==> config.mk <==
export PLATFORM = sky130hd
export DESIGN_NAME = fifo
export DESIGN_NICKNAME = d
export VERILOG_FILES = /design/src/rtl/fifo.sv
export SDC_FILE = /design/constraint.sdc
export NUM_CORES = 1
export LEC_CHECK = 0
export BUFFER_PORTS_ARGS = -buffer_cell sky130_fd_sc_hd__buf_2
export CAP_MARGIN = 0
export CORE_ASPECT_RATIO = 2
export CORE_MARGIN = 8
export CORE_UTILIZATION = 45
export DETAILED_ROUTE_END_ITERATION = 10
export GPL_TIMING_DRIVEN = 1
export MAX_ROUTING_LAYER = met4
export PLACE_DENSITY = 0.63
export SETUP_SLACK_MARGIN = 0.2
export SKIP_LAST_GASP = 1
export SYNTH_ARGS = -nofsm -noshare
export SYNTH_HDL_FRONTEND = slang
export SYNTH_SLANG_ARGS = --single-unit
==> constraint.sdc <==
create_clock -name clk -period 3.39 [get_ports clk]
set_clock_uncertainty 0.2 [all_clocks]
set_input_delay 0 -clock clk [delete_from_list [all_inputs] [get_ports clk]]
set_output_delay 0 -clock clk [all_outputs]
set_load 0.02 [all_outputs]
==> src/rtl/fifo.sv <==
`default_nettype none
// ============================================================================
//  Module      : fifo
//  Description : Synchronous single-clock byte FIFO (DEPTH entries) with
//                registered read data and count-decoded empty/full flags.
//                Optional macro FIFO_ERR_FLAGS_EN adds overflow/underflow
//                one-cycle pulses for rejected writes/reads.
//  Revision    : 1.0 - initial release
// ============================================================================
module fifo #(
    parameter int DATA_WIDTH = 8,
    parameter int DEPTH      = 8,
    parameter int CNT_WIDTH  = 4
) (
    input  logic                  clk,
    input  logic                  rst,
    input  logic                  wr,
    input  logic [DATA_WIDTH-1:0] data_in,
    input  logic                  rd,
    output logic [DATA_WIDTH-1:0] data_out,
    output logic                  empty,
    output logic                  full,
    output logic [CNT_WIDTH-1:0]  fifo_cnt
`ifdef FIFO_ERR_FLAGS_EN
    ,
    output logic                  overflow,
    output logic                  underflow
`endif
);

    localparam int                   ADDR_WIDTH = $clog2(DEPTH);
    localparam logic [CNT_WIDTH-1:0] FULL_CNT   = CNT_WIDTH'(DEPTH);

    logic [DATA_WIDTH-1:0] mem [DEPTH];
    logic [ADDR_WIDTH-1:0] wr_ptr;
    logic [ADDR_WIDTH-1:0] rd_ptr;
    logic                  wr_en;
    logic                  rd_en;

    // Flags come straight from the count register, so they never glitch.
    assign empty = (fifo_cnt == '0);
    assign full  = (fifo_cnt == FULL_CNT);

    // A write into a full FIFO is still taken when a read frees the head slot
    // on the same edge; a read is only taken when something is stored.
    assign wr_en = wr && (!full || rd);
    assign rd_en = rd && !empty;

    // Storage array: contents are never reset, writes are blocked during reset.
    always_ff @(posedge clk) begin
        if (wr_en && !rst) begin
            mem[wr_ptr] <= data_in;
        end
    end

    // Pointers, count and registered read data.
    always_ff @(posedge clk) begin
        if (rst) begin
            wr_ptr   <= '0;
            rd_ptr   <= '0;
            fifo_cnt <= '0;
            data_out <= '0;
        end else begin
            if (wr_en) begin
                wr_ptr <= wr_ptr + ADDR_WIDTH'(1);
            end
            if (rd_en) begin
                // When full, wr_ptr == rd_ptr: the old head is read here
                // while the write above replaces it on the same edge.
                data_out <= mem[rd_ptr];
                rd_ptr   <= rd_ptr + ADDR_WIDTH'(1);
            end
            unique case ({wr_en, rd_en})
                2'b10:   fifo_cnt <= fifo_cnt + CNT_WIDTH'(1);
                2'b01:   fifo_cnt <= fifo_cnt - CNT_WIDTH'(1);
                default: fifo_cnt <= fifo_cnt;
            endcase
        end
    end

`ifdef FIFO_ERR_FLAGS_EN
    // One-cycle pulses flagging requests dropped because of fill state.
    always_ff @(posedge clk) begin
        if (rst) begin
            overflow  <= 1'b0;
            underflow <= 1'b0;
        end else begin
            overflow  <= wr && !wr_en;
            underflow <= rd && empty;
        end
    end
`endif

endmodule
`default_nettype wire

* Word-level counts from Yosys, hierarchy flattened
Memory sizes are Yosys's and may differ from the RTL's. A register that Yosys moved wholly into a read port is not among the register bits.
Index checks and enable logic that the tools add are counted.
** Cells by class
- Add/sub/neg operators :: 4
- Eq/ne operators :: 3
- Mux-type cells :: 3
- Reductions and logical operators :: 9
** Operator list (number)
- case mux 4 bit (2 select lines) :: 1
- adder 3 x 1 -> 3 bit (second input constant) :: 2
- adder 4 x 1 -> 4 bit (second input constant) :: 1
- == test 4 bit (second input constant) :: 1
- logical NOT 4 bit :: 1
- subtractor 4 x 1 -> 4 bit (second input constant) :: 1
- logical AND 1 bit :: 3
- logical NOT 1 bit :: 3
- == test 2 x 1 -> 1 bit (second input constant) :: 1
- == test 2 bit (second input constant) :: 1
- 2-to-1 mux 1 bit :: 2
- nonzero test 2 bit :: 1
- logical OR 1 bit :: 1
** Storage, ports and cells
- Register bits after elaboration :: 10
- Memory bits (writable) :: 64
- Input bits :: 12
- Output and inout bits :: 14
- Word-level logic and storage cells :: 23
- Memories kept :: 1
** Memory list
- mem :: words 8, bits a word 8, rd ports 1, clocked after memory_dff 1, write ports 1, line 34 : logic [DATA_WIDTH-1:0] mem [DEPTH];

* Depth between registers and ports, before layout
- Depth in word-level cells :: 7
- Gate-level depth with buffers :: 9
- Gate-level depth less buffers :: 9

* Least setup slack after synthesis
OpenSTA, ideal clock, no wires.
- Path type :: register to register
- From :: reg fifo_cnt[3]
- To :: reg fifo_cnt[3]
- Library setup time :: 0.071 ns
- Data arrival time :: 2.539 ns
- Required time :: 3.119 ns
- Slack :: 0.581 ns
- Cell stages (with the launch flop) :: 9
- Buffers on the path :: 0
- Clock period less this slack :: 2.809 ns
- Cell sequence :: dfxtp_1 or4b_4 o21ai_4 ha_1 ha_1 a21oi_1 a21oi_1 or4_1 a21oi_1
** On the way
- Longest elaborated chain between the ends :: 6
- Elaborated cells between the ends (all ways) :: 13
- Those cells by class :: 2 x add/sub; 3 x eq/ne; 1 x mux; 7 x reduce/logical
** RTL lines
- start, declared :: line 23 : output logic [CNT_WIDTH-1:0] fifo_cnt
- start signal, assigned :: line 74 : 2'b10: fifo_cnt <= fifo_cnt + CNT_WIDTH'(1);
- start signal, assigned :: line 75 : 2'b01: fifo_cnt <= fifo_cnt - CNT_WIDTH'(1);
- start signal, assigned :: line 76 : default: fifo_cnt <= fifo_cnt;
- == test 4 bit :: line 42 : assign full = (fifo_cnt == FULL_CNT);
- logical NOT 1 bit :: line 46 : assign wr_en = wr && (!full || rd);
- logical OR 1 bit :: line 46
- logical AND 1 bit :: line 46
- == test 2 x 1 -> 1 bit / == test 2 bit (equally long branches) :: line 73 : unique case ({wr_en, rd_en})
- case mux 4 bit (2 select lines) / nonzero test 2 bit (equally long branches)
Several ways; a longest one is shown, not always the timed one.
A chain may end at the register's enable or synchronous reset.

* Final worst setup path
- From :: reg fifo_cnt[0]
- To :: reg fifo_cnt[3]
Same word-level chain as after synthesis.

==> flow_summary.toml <==
[drt]
postRouteAntennaNets = 0
first_iter_violations = 113
remaining_drc_errors = 0
totalWireLength_um = 6099
vias = 1771
viasPerCell = 5.318
firstDrtPassIters = 4
wl_per_cell_um = 18.32

[cts]
htree_num_levels = 3
cts_root_buf = "clkbuf_16"
clkSinkCount = 82
clk_pin_slew_ns = 0.06
cts_tree = "yes"
post_cts_buffers = 0
cts_resized = 0
numCtsBuffers = 9
clockBufferDepth = 2
clk_latency_ns = 0.34
postCtsHoldBufs = 12

[setup_path]
cp_max_fo = 7
cp.required_ns = 3.45
cpPeakStageDelay_ns = 0.60
crit_arrival_ns = 2.97
crit_slowest_cell = "or4b_4"
crit_path_start_kind = "register"
crit_path_end_kind = "register"
crit_type = "register to register"
cp_top_family = "simple AND/OR/NAND/NOR gates"
crit_path_frequent_cell = "a21oi_1"
critPathBufInv = 0
path_cells = "or4b_4 > o21ai_4 > ha_1 > ha_1 > a21oi_1 > a21oi_1 > or4_1 > a21oi_1"

[synthesis]
netlist_instances = 191
synth_fp_nets = 209
synth-seq-cells = 82
muxShareOfSynthArea_pct = 11.84
netlist_area_mm2 = 0.003212
synth_simple_gate_area_share_pct = 7.090
synth_compound_area_share_pct = 3.935
avgSynthCellArea_um2 = 16.82
synth-xor-area-share_pct = 1.636
yosysSeqAreaShare_pct = 71.06
synthAdderAreaFrac_pct = 2.571
synth_cell_types = 29
synth_top_family_by_area = "multiplexers"
yosysWarnings = 0

[sta]
hold_viol = 0
finalCritPeriodShare_pct = 85.68
setup_viol_count_final = 0
max_freq_ghz = 0.3443
worst_pin_slew_ns = 0.7967
setup_ws_ns = 0.4854
rsz0062_at_grt = "no"
setup_tns_ns = 0
drv_slew = 0
post-route-min-period_ns = 2.905
slew_headroom_pct = 46.82

[global_route]
grt_start_max_net_pins = 23
grt_pass1_vias = 1785
grt_usage_pct = 13.86
antenna_found_initial = 0
grt-ovfl-total = 0
grt_pass1_wl_um = 9480

[pwr]
peakVddDrop_uv = 384.7
power_density_mw_per_mm2 = 718.6
power_leakage_nw = 1.374

[final_layout]
num_antenna_cells = 0
finalCoreUtilization_pct = 56.30
layout_commonest_cell = "edfxtp_1"
final_cell_mix = "64 x edfxtp_1, 25 x buf_2, 24 x nor2_1, 18 x dfxtp_1, 16 x mux4_2"
final_area_mm2 = 0.003908
layout-drive-gt1-share_pct = 28.81
final_nets = 257
area_delta_synth_final_pct = 21.66

[floorplan]
num_rows = 43
core_mm2 = 0.006940
die_area_mm2 = 0.01026
io_pins = 26
die_x_um = 75.74
start_util_pct = 46.28
die_h_um = 135.5

[placement]
gp_congestion = 0.7563
place_area_mm2 = 0.003485
pre_cts_ws_ns = 0.4977
io_buffers = 25
place_hpwl_um = 3993

[worst_hold_path]
hp-class = "primary input to register"

[run]
drv_cap = 0

[run_status]
status = "completed"
[registers in the layout, summed over array words and instances (netlist names)]
| signal | count |
|---|---|
| data_out | 8 |
| wr_ptr | 3 |
| fifo_cnt | 4 |
| mem | 64 |
| rd_ptr | 3 |
[per-stage QoR]
| stage | std cells | hold slack [ns] | total power [mW] |
|---|---|---|---|
| 2_1_floorplan | 191 | -0.1011 | 1.692 |
| 3_3_place_gp | 306 | 0.06584 | 1.859 |
| 3_5_place_dp | 306 | 0.07433 | 1.864 |
| 4_1_cts | 333 | 0.2567 | 2.843 |
| 5_1_grt | 333 | 0.2749 | 2.934 |
| 6_report | 333 | 0.2699 | 2.808 |
[where the power goes]
| group | switching (mW) | total [mW] | internal (mW) |
|---|---|---|---|
| Clock | 0.358 | 0.964 | 0.606 |
| Sequential | 0.0728 | 1.24 | 1.17 |
| Combinational | 0.344 | 0.603 | 0.259 |
[cell families (layout without fill, tap and decap cells)]
| group | count (synthesis) | in the layout |
|---|---|---|
| AO/OA/AOI/OAI | 18 | 18 |
| XOR/XNOR | 6 | 6 |
| adder cells (fa/ha/maj) | 6 | 6 |
| buffers and inverters | 13 | 65 |
| flip-flops | 82 | 82 |
| multiplexers | 18 | 18 |
| AND/OR/NAND/NOR | 48 | 48 |
[synth_stat cells (all sizes together)]
cell type / count / share of area (%)
fa: 1 / 0.62
nand2: 4 / 0.47
edfxtp: 64 / 60
ha: 5 / 1.9
o31ai: 1 / 0.23
o21ai: 1 / 0.51
nor2: 24 / 2.8
mux4: 16 / 11
nor4: 2 / 0.39
and3: 1 / 0.19
or4b: 1 / 0.43
nand2b: 1 / 0.19
xnor2: 1 / 0.27
inv: 4 / 0.47
o211ai: 2 / 0.47
nor3: 11 / 1.7
nand3b: 1 / 0.23
o22ai: 8 / 1.6
or4: 1 / 0.23
xor2: 5 / 1.4
dfxtp: 18 / 11
a21oi: 5 / 0.78
buf: 5 / 0.93
nor4b: 1 / 0.27
clkbuf: 4 / 0.47
nand3: 1 / 0.16
mux2i: 2 / 0.62
o41a: 1 / 0.39
[layer usage]
metal / routed length [µm] / global-route usage [%] / up-vias
met5: 0 / - / -
met4: 208 / 8.082 / 0
met1: 2322 / 13.85 / 868
met3: 285 / 4.674 / 16
met2: 3282 / 22.38 / 50
li1: - / - / 837
[worst paths after layout]
kind	from	endpoint	slack [ns]	depth (start not counted)
min reg2reg	data_out[0]	data_out[0]	0.29	2
max	fifo_cnt[0]	fifo_cnt[3]	0.49	8
min	data_in[5]	mem[0][5]	0.27	2
max reg2reg	fifo_cnt[0]	fifo_cnt[3]	0.49	8
[area by class of cell]
type | count | area [µm²]
timing repair buffer | 46 | 312.8
clock inverter | 5 | 52.55
sequential | 82 | 2282
inverter | 4 | 15.01
tap | 90 | 112.6
fill | 540 | 3033
clock buffer | 10 | 250.2
multi-input combinational | 96 | 882.1
(Power assumes the default switching activity.)
